### config.mk
export PLATFORM = sky130hd
export DESIGN_NAME = lif_neuron
export DESIGN_NICKNAME = d
export VERILOG_FILES = /design/src/rtl/lif_pkg.sv /design/src/rtl/lif_membrane_update.sv /design/src/rtl/lif_neuron.sv
export SDC_FILE = /design/constraint.sdc
export NUM_CORES = 1
export LEC_CHECK = 0
export CORE_MARGIN = 2
export CORE_UTILIZATION = 45
export CTS_CLUSTER_DIAMETER = 40
export DETAILED_ROUTE_END_ITERATION = 7
export HOLD_SLACK_MARGIN = 0.03
export PLACE_DENSITY = 0.71
export SLEW_MARGIN = 20
export SYNTH_ARGS = -nofsm -noshare
export SYNTH_HDL_FRONTEND = slang
export SYNTH_SLANG_ARGS = --single-unit
export TNS_END_PERCENT = 10
### constraint.sdc
create_clock -name clk -period 4.5 [get_ports clk]
set_clock_uncertainty 0.1 [all_clocks]
set_input_delay 1.35 -clock clk [delete_from_list [all_inputs] [get_ports clk]]
set_output_delay 1.35 -clock clk [all_outputs]
set_load 0.1 [all_outputs]
### src/rtl/lif_pkg.sv
// Shared types and constants for the leaky integrate-and-fire neuron.
package lif_pkg;

    typedef enum logic {
        INTEGRATE = 1'b0,
        REFRACT   = 1'b1
    } lif_state_e;

    localparam int unsigned ADAPT_INC = 16;
    localparam int unsigned ADAPT_DEC = 1;
    localparam int unsigned V_MAX     = 255;

    // Width that holds the sum of n 8-bit activations without overflow.
    function automatic int sum_width(input int n);
        return 8 + $clog2(n);
    endfunction

endpackage

### src/rtl/lif_membrane_update.sv
// Combinational leak + integrate: v' = v - (v >> LEAK_SHIFT) + sum(words),
// clipped at V_MAX. Word k occupies bus bits 8k..8k+7, with bit 8k the MSB.
module lif_membrane_update
    import lif_pkg::*;
#(
    parameter int unsigned N_SYN      = 4,
    parameter int unsigned LEAK_SHIFT = 3
) (
    input  logic [N_SYN*8-1:0] activation_bus,
    input  logic [7:0]         v,
    output logic [7:0]         v_next
);

    localparam int SW = sum_width(N_SYN);

    logic [7:0]  word;
    logic [SW-1:0] sum;
    logic [SW:0]   total;

    // Unpack each word (bit 8k is its MSB), sum, leak, integrate and saturate.
    always_comb begin
        word  = '0;
        sum   = '0;
        total = '0;
        for (int k = 0; k < N_SYN; k++) begin
            for (int b = 0; b < 8; b++) begin
                word[7-b] = activation_bus[8*k+b];
            end
            sum = sum + SW'(word);
        end
        // v - (v >> LEAK_SHIFT) never goes negative, so only the top can overflow.
        total  = (SW+1)'(v) - (SW+1)'(v >> LEAK_SHIFT) + (SW+1)'(sum);
        v_next = (total > (SW+1)'(V_MAX)) ? 8'(V_MAX) : total[7:0];
    end

endmodule

### src/rtl/lif_neuron.sv
// Leaky integrate-and-fire neuron with a programmable refractory period.
// Optional feature macro: LIF_ADAPT_EN (adaptive firing threshold).
// Valid/ready note: there is no backpressure; `step` is a one-cycle qualifier
// and every cycle with step=1 is consumed as exactly one time step.
module lif_neuron
    import lif_pkg::*;
#(
    parameter int unsigned N_SYN         = 4,
    parameter int unsigned THRESHOLD     = 200,
    parameter int unsigned LEAK_SHIFT    = 3,
    parameter int unsigned REFRACT_STEPS = 2
) (
    input  logic               clk,
    input  logic               reset,
    input  logic               step,
    input  logic [N_SYN*8-1:0] activation_bus,
    output logic               post_spike,
    output logic [7:0]         membrane,
    output logic               refractory
);

    lif_state_e state;
    logic [3:0] count;
    logic [7:0] v_next;
    logic [7:0] thr;
    logic       fire;

    lif_membrane_update #(
        .N_SYN      (N_SYN),
        .LEAK_SHIFT (LEAK_SHIFT)
    ) u_update (
        .activation_bus (activation_bus),
        .v              (membrane),
        .v_next         (v_next)
    );

    assign fire       = (state == INTEGRATE) && (v_next >= thr);
    assign refractory = (state == REFRACT);

`ifdef LIF_ADAPT_EN
    logic [7:0] thr_q;
    assign thr = thr_q;

    // Adaptive threshold: jump up on a spike, relax by one per quiet step.
    always_ff @(posedge clk or negedge reset) begin
        if (!reset) begin
            thr_q <= 8'(THRESHOLD);
        end else if (step) begin
            if (fire) begin
                thr_q <= (thr_q > 8'(V_MAX - ADAPT_INC)) ? 8'(V_MAX) : thr_q + 8'(ADAPT_INC);
            end else if (thr_q > 8'(THRESHOLD)) begin
                thr_q <= thr_q - 8'(ADAPT_DEC);
            end
        end
    end
`else
    assign thr = 8'(THRESHOLD);
`endif

    // Neuron FSM: integrate/fire, then discard REFRACT_STEPS steps.
    always_ff @(posedge clk or negedge reset) begin
        if (!reset) begin
            state      <= INTEGRATE;
            membrane   <= 8'd0;
            post_spike <= 1'b0;
            count      <= 4'd0;
        end else begin
            post_spike <= 1'b0;
            if (step) begin
                case (state)
                    INTEGRATE: begin
                        if (fire) begin
                            membrane   <= 8'd0;
                            post_spike <= 1'b1;
                            count      <= 4'(REFRACT_STEPS);
                            if (REFRACT_STEPS != 0) state <= REFRACT;
                        end else begin
                            membrane <= v_next;
                        end
                    end
                    REFRACT: begin
                        // The step that brings count to zero is still discarded.
                        membrane <= 8'd0;
                        count    <= count - 4'd1;
                        if (count == 4'd1) state <= INTEGRATE;
                    end
                    default: state <= INTEGRATE;
                endcase
            end
        end
    end

endmodule

==> results of run 1 <==
-- final cells by class --
type                    instances  area (um2)  area share (%)
well taps                      67        83.8            2.40
repair buffers                102         881            25.2
multi-input cells             199        1940            55.5
clock buffers                   4        55.1            1.58
flip-flops and latches         14         350            10.0
inverters                      49         184            5.27
-- logic make-up (layout without fill, tap and decap cells) --
group	Yosys count	count (layout)	synth area share (%)
mux	1	1	0.495
flops	14	14	15.4
buf+inv	56	155	9.68
compound gates	82	82	24.0
xor+xnor	22	22	8.47
fa+ha+maj	45	45	28.7
simple gates	49	49	13.2
-- cells in the final DEF, fill, tap and decap left out, types with 2 or more instances in the layout --
master and count:
fa_2 2, nor3_1 5, ha_4 9, inv_2 6, a21o_1 14, nand3_1 5
a31oi_1 5, xnor2_2 2, o21ai_0 9, buf_6 5, a21oi_1 10, clkbuf_8 4
nand4_1 3, o21ai_1 5, nand2_1 7, fa_1 10, o21ai_2 2, clkdlybuf4s50_1 36
nor2b_1 5, inv_1 43, nand2b_1 5, o22ai_1 5, buf_4 55, nand4b_1 2
dlygate4sd2_1 4, ha_1 24, o21bai_1 2, a21oi_2 7, and2_4 2, a21o_2 2
xnor2_1 13, nor2_1 6, xor2_1 6, dfrtp_1 14
-- final timing paths --
check	to	startpoint	cells after the start	slack, ns
setup reg to reg	count[3]$_DFFE_PN0P_	membrane[4]$_DFFE_PN0P_	17	0.15
min in group asynchronous	count[1]$_DFFE_PN0P_	reset	1	1.40
hold / removal	membrane[2]$_DFFE_PN0P_	membrane[2]$_DFFE_PN0P_	1	0.44
setup / recovery	count[3]$_DFFE_PN0P_	activation_bus[15]	23	-1.48
max in group asynchronous	membrane[7]$_DFFE_PN0P_	reset	1	2.49
hold reg to reg	membrane[2]$_DFFE_PN0P_	membrane[2]$_DFFE_PN0P_	1	0.44
-- critical path, cell delays in order --
cell       delay [ns]
buf_6            0.07
ha_4             0.13
inv_2            0.04
fa_2             0.40
xor2_2           0.16
fa_1             0.51
inv_2            0.04
buf_6            0.10
fa_2             0.34
a21o_1           0.20
a21oi_2          0.17
o21bai_1         0.10
a21oi_2          0.18
xnor2_1          0.14
ha_1             0.28
and3_4           0.19
and4b_2          0.23
a2111oi_4        0.39
a211oi_4         0.09
nor4b_4          0.37
buf_4            0.18
and4b_4          0.25
a221o_1          0.14
-- per-stage QoR --
step	hold WS, ns	power (mW)
floorplan	0.399	0.894
global placement	0.417	1.28
detailed placement	0.422	1.31
CTS	0.434	1.58
global route	0.456	1.77
finish	0.436	1.63
-- registers in the layout (all words and copies together), names as in the netlist --
register / count
membrane: 8
count: 4
post_spike: 1
refractory: 1
-- per-layer routing --
layer / track usage, % / wire [um] / up-vias
li1: - / - / 1144
met1: 26.3 / 2530 / 1072
met2: 39.9 / 2900 / 45
met3: 1.61 / 137 / 12
met4: 4.96 / 143 / 0
met5: 0 / 0 / -
-- power by group --
part | switching, mW | internal, mW | leakage, nW | total (mW)
logic | 0.623 | 0.730 | 1.44 | 1.35
clock network | 0.0428 | 0.0773 | 0.0288 | 0.120
registers | 0.0140 | 0.140 | 0.176 | 0.154
total | 0.680 | 0.947 | 1.65 | 1.63
-- what timing repair did --
item                                    CTS  global route
gates resized for setup                  53             2
buffers inserted                         10             2
pin swaps                                42             9
endpoints found under the setup margin   14            14
endpoints found under the hold margin     0             0
==> results.tsv, run 1 <==
stage	metric	value	unit
status	status	finished, violations left	
clocking	CTS tree	done	
die	die area	5640	um2
clocking	Clock Sink Count	14	
clocking	CTS H-tree depth	1	
logic_synthesis	synthesized net count	349	
grt	Global Route Usage Sum	21.3	%
setup_path	Worst Setup Start Kind	input pin	
pwr	worst IR drop on VDD	0.349	mV
sta	Final Setup Violations	14	
setup_path	crit-path max FO	4	
placement	Setup WS pre-CTS	-2.13	ns
clocking	TritonCTS buffer count	3	
sta	fin. max-slew vios	0	
sta	Tmin final	5.98	ns
logic_synthesis	post-synthesis cell area	2280	um2
logic_synthesis	most frequent cell after synthesis	inv_1	
logic_synthesis	Ys Warns	0	
logic_synthesis	asr flop ratio synth	100	%
setup_path	Worst setup EP type	flop	
sta	final hold violation count	0	
sta	actual slew at the worst max-slew pin	0.971	ns
logic_synthesis	top post-synthesis cells by area	ha_1 (18%), dfrtp_1 (15%), fa_1 (11%), inv_1 (8.1%), xnor2_1 (5.8%)	
sta	setup ws final	-1.48	ns
sta	Highest Clock Rate	167	MHz
finish	layout cells sized above 1	30.2	%
grt	vias in the first global route	2221	
sta	final setup TNS	-19.49	ns
sta	Tcrit/Tclk final	133	%
logic_synthesis	EDFF count, synth	0	
placement	dpl cell area	3180	um2
logic_synthesis	sequential area share after synthesis	15.4	%
finish	Final Cell Area	3490	um2
detailed_routing	Final ANT Viol Nets	0	
detailed_routing	DRT Pass-1 Iters	4	
die	core area	4790	um2
grt	first-pass GRT wire length	9.49	mm
finish	n_diodes	0	
setup_path	Worst Path Required	4.58	ns
detailed_routing	routed via count	2273	
pwr	Static Leakage	1.65	nW
die	I/O Pins	45	
finish	final core occ	73.0	%
finish	Final nets	449	
detailed_routing	initial DRC count	102	
job	total of max-cap violations	0	
clocking	CTS Hold Bufs	0	
placement	hpwl dp	4.53	mm
clocking	Root Buffer	clkbuf_8	
clocking	clk slew on worst S/H paths	0.06	ns
die	overall die width	75.1	um
logic_synthesis	synth cell count leaders	inv_1 (49), ha_1 (33), a21oi_1 (18)	
sta	RSZ-0062 raised after global routing	true	
clocking	clk_lat worst skew	0.24	ns
detailed_routing	routed wire length	5.71	mm
grt	antenna violations before repair	0	
logic_synthesis	Syn Inst Count	269	
status	failing checks	setup timing	
die	Die Height	75.1	um
logic_synthesis	Main synth FF type	dfrtp_1	
clocking	Max Buffers Root-to-Sink	2	
detailed_routing	residual DRC count	0	
logic_synthesis	Distinct cells, synth	54	
die	Core Rows	25	
pwr	pwr/cell area	466	nW/um2
placement	RD Place Congestion	0.874	
worst_hold_path	Hold Crit Class	reg -> reg	
placement	dpl cells	419	
grt	grt total ovfl	0	
finish	area grow syn2layout	53.5	%
logic_synthesis	Yosys reg bits	14	
setup_path	critical path class	in -> reg	
logic_synthesis	syn_area_per_cell	8.46	um2
die	initial core utilization	47.6	%
sta	Slew HR	35.1	%
detailed_routing	Via density	5.23	
logic_synthesis	post-synth top area cell	ha_1	
detailed_routing	WL/cell	13.1	um
setup_path	Worst Path Arrival	6.06	ns
finish	Final Non-Filler Cells	435	
placement	Port Buffers	44	
grt	largest net degree at the start of global routing	17	
logic_synthesis	share of the synthesized area in the top cell type	18.1	%
finish	filler cell count	379	
No activity file was read; power rests on OpenSTA's default activity.
==> run 2, diff against run 1 <==
--- a/config.mk
+++ b/config.mk
@@ -7,11 +7,11 @@
 export LEC_CHECK = 0
 export CORE_MARGIN = 2
 export CORE_UTILIZATION = 45
-export CTS_CLUSTER_DIAMETER = 40
+export CTS_CLUSTER_DIAMETER = 100
 export DETAILED_ROUTE_END_ITERATION = 7
 export HOLD_SLACK_MARGIN = 0.03
 export PLACE_DENSITY = 0.71
-export SLEW_MARGIN = 20
+export SLEW_MARGIN = 5
 export SYNTH_ARGS = -nofsm -noshare
 export SYNTH_HDL_FRONTEND = slang
 export SYNTH_SLANG_ARGS = --single-unit
==> results of run 2 <==
Final layout, timing and power as in run 1 (identical DEF).
